$ cat config.mk
export PLATFORM = sky130hd
export DESIGN_NAME = alu
export DESIGN_NICKNAME = d
export VERILOG_FILES = /design/src/rtl/alu_pkg.sv /design/src/rtl/alu_addsub.sv /design/src/rtl/alu.sv
export SDC_FILE = /design/constraint.sdc
export NUM_CORES = 1
export LEC_CHECK = 0
export BUFFER_PORTS_ARGS = -buffer_cell sky130_fd_sc_hd__buf_2
export CAP_MARGIN = 20
export CORE_MARGIN = 5
export CORE_UTILIZATION = 38
export DETAILED_ROUTE_END_ITERATION = 8
export PLACE_DENSITY_LB_ADDON = 0.2
export REMOVE_ABC_BUFFERS = 1
export SLEW_MARGIN = 20
export SYNTH_ARGS = -nofsm -noshare
export SYNTH_HDL_FRONTEND = slang
export SYNTH_SLANG_ARGS = --single-unit
$ cat constraint.sdc
create_clock -name i_CLK -period 0.8 [get_ports i_CLK]
set_input_delay 0.12 -clock i_CLK [delete_from_list [all_inputs] [get_ports i_CLK]]
set_output_delay 0.12 -clock i_CLK [all_outputs]
set_load 0.05 [all_outputs]
$ cat src/rtl/alu_pkg.sv
// Shared opcode encodings and flag bit positions for the alu datapath stage.
package alu_pkg;

    localparam logic [1:0] OP_ADD = 2'b00;
    localparam logic [1:0] OP_SUB = 2'b01;
    localparam logic [1:0] OP_AND = 2'b10;
    localparam logic [1:0] OP_OR  = 2'b11;

    localparam int unsigned FLAG_Z = 0;
    localparam int unsigned FLAG_N = 1;
    localparam int unsigned FLAG_V = 2;

    localparam int unsigned FLAG_W = 3;

endpackage

$ cat src/rtl/alu_addsub.sv
// Signed add/subtract with overflow detection; clamps on overflow when ALU_SATURATE_EN is defined.
module alu_addsub #(
    parameter int unsigned WIDTH = 8
) (
    input  logic [WIDTH-1:0] a_i,
    input  logic [WIDTH-1:0] b_i,
    input  logic             sub_i,
    output logic [WIDTH-1:0] sum_o,
    output logic             ovf_o
);

    logic [WIDTH:0] a_ext;
    logic [WIDTH:0] b_ext;
    logic [WIDTH:0] full;

    assign a_ext = {a_i[WIDTH-1], a_i};
    assign b_ext = {b_i[WIDTH-1], b_i};
    assign full  = sub_i ? (a_ext - b_ext) : (a_ext + b_ext);

    // The WIDTH+1 result is exact, so its top two bits disagree only when it does not fit.
    assign ovf_o = full[WIDTH] ^ full[WIDTH-1];

`ifdef ALU_SATURATE_EN
    always_comb begin
        sum_o = full[WIDTH-1:0];
        if (ovf_o) begin
            sum_o = full[WIDTH] ? {1'b1, {(WIDTH-1){1'b0}}} : {1'b0, {(WIDTH-1){1'b1}}};
        end
    end
`else
    assign sum_o = full[WIDTH-1:0];
`endif

endmodule

$ cat src/rtl/alu.sv
// Registered signed ALU (ADD/SUB/AND/OR) with Z/N/V flags; ALU_SATURATE_EN selects clamping add/sub.
module alu
    import alu_pkg::*;
#(
    parameter int unsigned WIDTH = 8
) (
    input  logic              i_CLK,
    input  logic              i_RSTn,
    input  logic [WIDTH-1:0]  i_arg0,
    input  logic [WIDTH-1:0]  i_arg1,
    input  logic [1:0]        i_oper,
    output logic [WIDTH-1:0]  o_result,
    output logic [FLAG_W-1:0] o_flag
);

    logic [WIDTH-1:0]  as_sum;
    logic              as_ovf;
    logic              sub_sel;
    logic [WIDTH-1:0]  result_d, result_q;
    logic [FLAG_W-1:0] flag_d, flag_q;
    logic              ovf_d;

    assign sub_sel = (i_oper == OP_SUB);

    alu_addsub #(
        .WIDTH(WIDTH)
    ) u_addsub (
        .a_i  (i_arg0),
        .b_i  (i_arg1),
        .sub_i(sub_sel),
        .sum_o(as_sum),
        .ovf_o(as_ovf)
    );

    always_comb begin
        result_d = as_sum;
        ovf_d    = 1'b0;
        unique case (i_oper)
            OP_ADD, OP_SUB: begin
                result_d = as_sum;
                ovf_d    = as_ovf;
            end
            OP_AND: result_d = i_arg0 & i_arg1;
            OP_OR:  result_d = i_arg0 | i_arg1;
            default: begin
                result_d = as_sum;
                ovf_d    = 1'b0;
            end
        endcase

        flag_d         = '0;
        flag_d[FLAG_Z] = (result_d == '0);
        flag_d[FLAG_N] = result_d[WIDTH-1];
        flag_d[FLAG_V] = ovf_d;
    end

    always_ff @(posedge i_CLK or negedge i_RSTn) begin
        if (!i_RSTn) begin
            result_q <= '0;
            flag_q   <= '0;
        end else begin
            result_q <= result_d;
            flag_q   <= flag_d;
        end
    end

    assign o_result = result_q;
    assign o_flag   = flag_q;

endmodule

# After elaboration in Yosys (flattened, before gate mapping)
# Index checks and enable logic that the tools add are counted.
# Widths: inputs -> output; s select.
dict set report word_totals {
  wordCells 16
  regBits 11
  output_inout_bits 11
  inputBits 20
}
dict set report op_classes {
  bitwise 3
  n_mux 3
  eq_ne 3
  addsub 2
  reduce_logical 3
}
# op count
set ops {}
lappend ops {{$pmux 8 s3} 1}
lappend ops {{$add 8x8->9} 1}
lappend ops {{$mux 9} 1}
lappend ops {{$sub 8x8->9} 1}
lappend ops {{$and 8x8->8} 1}
lappend ops {{$logic_not 8->1} 1}
lappend ops {{$or 8x8->8} 1}
lappend ops {{$eq 2x2->1 const B} 2}
lappend ops {{$eq 2x1->1 const B} 1}
lappend ops {{$logic_not 2->1} 1}
lappend ops {{$reduce_or 2->1} 1}
lappend ops {{$mux 1} 1}
lappend ops {{$xor 1x1->1} 1}

# Logic depth before layout (Yosys ltp)
# Gate-level depths: netlist (run 1).
dict set report depth {
  word_depth 4
  depth_mapped 12
  mapped_depth_nobuf 12
}

# By module
# A second synthesis (run 1) with hierarchy kept.
dict set report hier_totals {
  cells_unflattened 119
  area_unflattened_um2 972.2
}
# module area_per_inst_um2 cells_per_inst seq_area_each_um2 instances
set by_module_without_submodules {}
lappend by_module_without_submodules {alu_addsub 499.2 68 0.0 1}
lappend by_module_without_submodules {alu 473.0 51 250.2 1}

# Worst setup path after synthesis (run 1)
# OpenSTA, ideal clock, no wires.
dict set report synth_path {
  path_kind {input -> register}
  from {input i_oper[1]}
  to {register flag_q[0], in the netlist o_flag[0]}
  path_stages 11
  arrival_ns 2.612
  setup_slack_ns -1.892
  required_ns 0.720
  path_cell_list {clkbuf_4 -> nor2b_1 -> clkbuf_1 -> mux2_2 -> fa_1 -> nor2b_1 -> o2111ai_1 -> a31oi_1 -> o31ai_1 -> or4_1 -> nor3_2}
}
dict set report synth_between {
  elab_chain_cells 4
}
# item line_no
set synth_lines {}
lappend synth_lines {{start: declaration} alu.sv:11} ;# input logic [1:0] i_oper,
lappend synth_lines {{$eq 2x1->1 or $logic_not 2->1 (tied branches)} {alu.sv:23, alu.sv:38}}
lappend synth_lines {{$mux 9 or $reduce_or 2->1 (tied branches)} {alu_addsub.sv:18, alu.sv:38}}
lappend synth_lines {{$pmux 8 s3 (*)} alu.sv:38} ;# unique case (i_oper)
lappend synth_lines {{named net result_d[6]} alu.sv:19} ;# logic [WIDTH-1:0] result_d, result_q;
lappend synth_lines {{$logic_not 8->1 (*)} alu.sv:52} ;# flag_d[FLAG_Z] = (result_d == '0);
lappend synth_lines {{named net flag_d[0]} alu.sv:20} ;# logic [FLAG_W-1:0] flag_d, flag_q;
lappend synth_lines {{end signal: assignment} alu.sv:63} ;# flag_q <= flag_d;
lappend synth_lines {{end: declaration} alu.sv:20}
# Mark *: on every way through the listed nets, which the timed path passes. The rest lies on a longest branch.

# Worst setup path in the final report (run 1)
dict set report layout_path {
  from {input i_arg1[0]}
  to {register flag_q[0], in the netlist o_flag[0]}
}
dict set report layout_between {
  elab_chain_cells 4
}
# item line_no
set layout_lines {}
lappend layout_lines {{start: declaration} alu.sv:10} ;# input logic [WIDTH-1:0] i_arg1,
lappend layout_lines {{$add 8x8->9 or $sub 8x8->9 (tied branches)} alu_addsub.sv:18} ;# assign full = sub_i ? (a_ext - b_ext) : (a_ext + b_ext);
lappend layout_lines {{$mux 9 (*)} alu_addsub.sv:18}
lappend layout_lines {{$pmux 8 s3 (*)} alu.sv:38}
lappend layout_lines {{named net result_d[6]} alu.sv:19}
lappend layout_lines {{$logic_not 8->1 (*)} alu.sv:52}
lappend layout_lines {{named net flag_d[0]} alu.sv:20}
# Marked as above.

==> qor.txt, run 1 <==
CTS H-tree lvls: 1
Max Buffers Root-to-Sink: 2
Slowest-stage cell, CP: or4_1
Vias in the first global route: 1114
Final Hold Viols: 0
Synth warn: 0
Met3 usage: 0.008264
Synth cell types: 38
Vias per std cell: 5.040
Vias: 1124
Main combinational cell family by area after synthesis: adder cells
Post-route ant nets: 0
Setup violators final: 21
Diode count: 0
Maximum VDD drop: 1.657 mV
Row count: 18
Post-layout min period: 2324 ps
Post-synthesis mux area share: 0.02068
Simple-gate share of the synthesized area: 0.1788
Overflow after GRT: 0
Critical Path Start Type: input port
Root Buffer: clkbuf_4
Xor and xnor area share after synthesis: 0.09854
Finished Layout Cells: 223
Final slew viol count: 0
GRT Max-Usage Layer: met2
Filler cell count: 194
Status: complete, but fails checks
Post-synth top area share: 0.2433
CTS buffer count: 3
CP cell instances: buf_12, inv_8, ha_4, mux2_4, fa_2, nor2b_4, o2111ai_2, a31oi_2, o31ai_2, or4_1, nor3_2
Area contributors post-synth: dfrtp_1 (24%), ha_1 (13%), xnor2_1 (5.1%), maj3_1 (4.9%), inv_1 (4.0%)
Compound-Gate Fraction of Synth Area: 0.1727
Die Span Y: 62.03 um
Chip width: 62.03 um
Grt met2 use: 0.2988
Final WL: 2.993 mm
GRT met1 Usage: 0.1803
Synthesized netlist cell count: 120
Leading area contributor after synthesis: dfrtp_1
Max_cap viols: 0
Hold Slack: 283.0 ps
Post-layout util: 0.7143
Post-synth top cells: ha_1 (11), inv_1 (11), dfrtp_1 (10)
TritonCTS clock tree: yes
Remaining DRCs: 0
Worst hold-check path type: input port to asynchronous set/reset pin
Area of the mapped netlist: 1028 um^2
Async SR Flop Fraction: 1.000
Drt first pass iters: 4
Initial Utilization: 0.4077
GPL Wtd Cong: 0.8770
Fmax: 430.3 MHz
Seq/Total Area, Yosys: 0.2433
Fin Setup TNS: -10120 ps
Final period util: 2.905
RSZ-0062 raised after global routing: yes
Critical Path AT: 2500 ps
Sink Count: 10
DR iter-0 viols: 24
Clk slew on worst S/H paths: 50 ps
Total GRT Usage: 0.1548
Fraction of layout cells with a size suffix above 1: 0.5544
Worst-margin pin slew: 290.1 ps
Post-Place Cells: 211
CP Max Fanout: 3
Area Overhead vs Synth: 75.18%
PD cells: 1538 nW/um^2
CP bufs+invs: 2
Global-route wire length before repair: 4.540 mm
Flops & latches, synth: 10
Crit end category: flop
Num ports: 31
Die area: 3847 um^2
Top_reg_cell synth: dfrtp_1
Failing checks: negative setup slack
Max-slew headroom: 0.8049
Nets: 227
Syn avg cell area: 8.571 um^2
Post-synth EDFFs: 0
Total power: 2.772 mW
Core area: 2522 um^2
Crit path required time: 970 ps
Dpl hpwl: 2.151 mm
Largest net degree at the start of global routing: 18
Final worst setup slack: -1524 ps
P_leak: 0.8719 nW
Critical path class: input port to flop
IO buf count: 30
CP peak stage delay: 540 ps
Average wire per standard cell: 13.42 um
Initial antenna violation count: 0
Cell family with most CP delay: simple AND/OR/NAND/NOR gates
Adder-cell share of the synthesized area: 0.2129
[metal layers]
layer	part of all wire	wire, um	vias to the layer above
li1	-	-	569
met1	0.43	1284	528
met2	0.52	1568	23
met3	0.036	109	4
met4	0.010	31	0
met5	0	0	-
[worst max path at each step]
stage	slack (ps)	cells past startpoint	start	to
final	-1520	11	i_arg1[0]	o_flag[0]$_DFF_PN0_
after global routing	-1590	11	i_arg1[0]	o_flag[0]$_DFF_PN0_
after CTS	-1420	11	i_arg1[0]	o_flag[0]$_DFF_PN0_
after floorplan	-1780	9	i_oper[0]	o_flag[0]$_DFF_PN0_
after global placement	-1800	11	i_arg1[0]	o_flag[0]$_DFF_PN0_
after detailed placement	-1910	13	i_arg1[0]	o_flag[0]$_DFF_PN0_
[report_power, final]
group | internal [mW] | switching, mW | leakage, nW
clock network | 0.172 | 0.138 | 0.0138
registers | 0.594 | 0.0425 | 0.121
logic | 0.839 | 0.987 | 0.737
[area by class of cell]
class | instances | area (um^2) | area share
clock buffer | 3 | 22.52 | 0.01250
timing repair buffer | 75 | 591.8 | 0.3285
inverter | 11 | 51.30 | 0.02847
multi-input combinational | 94 | 848.3 | 0.4708
sequential | 10 | 250.2 | 0.1389
tap | 30 | 37.54 | 0.02083
[stage by stage]
stage                     setup WS (ps)  instance area [um^2]
final                             -1524                  1802
after global routing              -1585                  1802
after CTS                         -1418                  1657
after detailed placement          -1906                  1453
after global placement            -1796                  1453
after floorplan                   -1778                 994.7
[state kept, by name, summed over array words and instances, names as in the netlist]
name / cells
o_flag: 3
o_result: 7
[logic make-up after synthesis]
group / Yosys count
adders and majority gates: 18
buffers and inverters: 16
DFF: 10
muxes: 2
and+or+nand+nor: 36
AOI/OAI and AO/OA: 28
xor gates and xnor gates: 10
[layout by cell type, fill, tap and decap left out, types with 2 or more instances in the layout]
cell type | netlist | final
o31ai_2 | 0 | 2
or3_1 | 2 | 2
nor2_1 | 9 | 7
clkbuf_4 | 1 | 3
o21ai_2 | 1 | 5
o21a_1 | 2 | 2
a21oi_1 | 6 | 2
buf_2 | 0 | 17
a21oi_2 | 0 | 4
a211oi_1 | 2 | 2
dfrtp_1 | 10 | 10
o31ai_1 | 4 | 2
inv_1 | 11 | 9
nor3_1 | 4 | 3
xor2_2 | 0 | 2
ha_1 | 11 | 10
nand2_1 | 9 | 9
maj3_1 | 5 | 5
a31oi_2 | 0 | 2
buf_6 | 1 | 15
buf_4 | 1 | 41
a31oi_1 | 4 | 2
nor2b_4 | 0 | 2
xnor2_1 | 6 | 6
nand2b_1 | 2 | 2
[repair_timing]
item	4_1_cts	5_1_grt
hold buffers	1	0
endpoints found under the setup margin	21	21
hold endpoints to repair	10	0
pin swaps	11	16
gates resized for setup	45	23
buffers inserted	2	7
Power figures use the tool's default switching activity.
==> run 2, diff against run 1 <==
--- a/config.mk
+++ b/config.mk
@@ -7,8 +7,8 @@
 export LEC_CHECK = 0
 export BUFFER_PORTS_ARGS = -buffer_cell sky130_fd_sc_hd__buf_2
 export CAP_MARGIN = 20
-export CORE_MARGIN = 5
 export CORE_UTILIZATION = 38
+export CTS_BUF_LIST = sky130_fd_sc_hd__clkbuf_4 sky130_fd_sc_hd__clkbuf_8
 export DETAILED_ROUTE_END_ITERATION = 8
 export PLACE_DENSITY_LB_ADDON = 0.2
 export REMOVE_ABC_BUFFERS = 1
==> run 2 against run 1 <==
Compared with the run above:
- hold slack got worse by 22 ps
- critical path depth rose by 3
- non-clock buffer count rose by 3
- worst setup slack improved by 45 ps
- clock power barely moved
- the run still ends with negative setup slack left
- design area rose by 0.49%
- count of clock-buffer cells in the layout did not move
- critical endpoint unchanged
- fmax rose by 2.0%
- cell count rose by 1.3%
- flip-flop and latch count did not move
==> qor.txt, run 2 (same netlist as run 1, synthesis figures left out) <==
Diode count: 0 (unchanged)
Fmax: 438.7 MHz (+2.0%)
Remaining DRCs: 0 (unchanged)
Worst-margin pin slew: 343.6 ps (+53.47 ps)
CP Max Fanout: 4 (+1)
Filler cell count: 179 (-7.7%)
Chip width: 54.03 um (-13%)
Largest net degree at the start of global routing: 18 (unchanged)
Critical path class: input port to flop
Worst path most repeated cell: buf_4
Area Overhead vs Synth: 76.03%
Seq. cell area: 250.2 um^2 (unchanged)
Max-slew headroom: 0.7690 (-0.03595)
Cell family with most CP delay: simple AND/OR/NAND/NOR gates
Critical Path AT: 2460 ps (-40 ps)
Initial Utilization: 0.4077 (unchanged)
Core area: 2522 um^2 (unchanged)
DR iter-0 viols: 9 (-63%)
CTS buffer count: 3 (unchanged)
Post-layout min period: 2279 ps (-44.50 ps)
PD cells: 1557 nW/um^2 (+1.2%)
Vias in the first global route: 1097 (-1.5%)
Row count: 18 (unchanged)
Critical Path Start Type: input port
Die Span Y: 54.03 um (-13%)
Slowest-stage cell, CP: or4_1
Overflow after GRT: 0 (unchanged)
Num ports: 31 (unchanged)
Dpl hpwl: 2.072 mm (-3.7%)
CP peak stage delay: 540 ps (about the same)
Final worst setup slack: -1479 ps (+44.50 ps)
Vias per std cell: 5.159 (+2.4%)
Final WL: 2.921 mm (-2.4%)
CP bufs+invs: 4 (+2)
Sink Count: 10 (unchanged)
Total power: 2.819 mW (+1.7%)
Fraction of layout cells with a size suffix above 1: 0.5408 (-0.01359)
Average wire per standard cell: 12.92 um (-3.7%)
Area of the multi-input gates: 828.3 um^2 (-2.4%)
Initial antenna violation count: 0 (unchanged)
Total GRT Usage: 0.2118 (+0.05702)
CP cell instances: buf_12, inv_8, ha_4, nor3b_4, nor2_1, xnor2_1, ha_1, buf_4, o2111ai_2, buf_4, and4_1, o31ai_2, or4_1, nor3_2
Drt first pass iters: 4 (unchanged)
Nets: 230 (+1.3%)
Crit path required time: 980 ps (about the same)
TritonCTS clock tree: yes
Vias: 1166 (+3.7%)
Clk slew on worst S/H paths: 50 ps (about the same)
Worst hold-check path type: input port to asynchronous set/reset pin
Max_cap viols: 0 (unchanged)
Root Buffer: clkbuf_4
Commonest non-fill, non-tap cell in the layout: buf_4
Max reg flops: 7 (unchanged)
Crit end category: flop
Final period util: 2.849 (-0.05563)
Status: complete, but fails checks
Final Hold Viols: 0 (unchanged)
IO buf count: 30 (unchanged)
Die area: 2919 um^2 (-24%)
P_leak: 0.8864 nW (+1.7%)
Maximum VDD drop: 1.527 mV (-7.8%)
CTS H-tree lvls: 1 (unchanged)
Post-Place Worst Slack: -1880 ps (+26.19 ps)
Setup violators final: 21 (unchanged)
Post-route ant nets: 0 (unchanged)
RSZ-0062 raised after global routing: yes
Fin Setup TNS: -10900 ps (-783.0 ps)
GPL Wtd Cong: 0.8258 (-5.8%)
Commonest non-fill, non-tap cells in the layout: buf_4 (45), buf_2 (16), buf_6 (14)
Failing checks: negative setup slack
Global-route wire length before repair: 4.429 mm (-2.4%)
Max Buffers Root-to-Sink: 2 (unchanged)
Final slew viol count: 0 (unchanged)
## run 2: cell count changes in the layout (fill, tap and decap cells not counted), sizes merged
cell and delta:
buf +3
## run 2: final cells by class
class                   instances  share of cell area
multi-input cells              94              0.4575
repair buffers                 78              0.3428
flip-flops and latches         10              0.1382
inverters                      11             0.02833
well taps                      30             0.02073
clock buffers                   3             0.01244
## run 2: per-stage QoR
stage	instances	utilization	hold slack (ps)	cell area [um^2]
after floorplan	115	-	-175.6	994.7
after global placement	210	0.5729	-22.07	1445
after detailed placement	210	0.5729	-18.27	1445
after CTS	218	0.6687	236.4	1687
after global routing	226	0.7178	281.4	1810
final	226	0.7178	260.8	1810
## run 2: worst max path at each step
stage	from	endpoint	slack (ps)	depth (start not counted)
floorplan	i_oper[0]	o_flag[0]$_DFF_PN0_	-1780	9
global placement	i_arg1[0]	o_flag[0]$_DFF_PN0_	-1790	11
detailed placement	i_arg1[0]	o_flag[0]$_DFF_PN0_	-1880	11
CTS	i_oper[0]	o_flag[0]$_DFF_PN0_	-1430	12
global route	i_arg1[0]	o_flag[0]$_DFF_PN0_	-1550	13
finish	i_arg1[0]	o_flag[0]$_DFF_PN0_	-1480	14
## run 2: repair_timing
| action | CTS | global route |
|---|---|---|
| buffers inserted | 4 | 9 |
| pin swaps | 11 | 14 |
| endpoints found under the hold margin | 10 | 0 |
| hold buffers | 1 | 0 |
| resized for setup | 47 | 19 |
| endpoints found under the setup margin | 21 | 21 |
## run 2: power breakdown
group / switching, mW / internal [mW] / total, mW
Clock: 0.136 / 0.172 / 0.308
Sequential: 0.0426 / 0.594 / 0.637
Combinational: 0.979 / 0.896 / 1.87
## run 2: per-layer routing
layer / up-vias / global-route usage / share of wire
li1: 579 / - / -
met1: 542 / 0.2329 / 0.43
met2: 37 / 0.3765 / 0.52
met3: 8 / 0.03107 / 0.032
met4: 0 / 0.1325 / 0.027
met5: - / 0 / 0
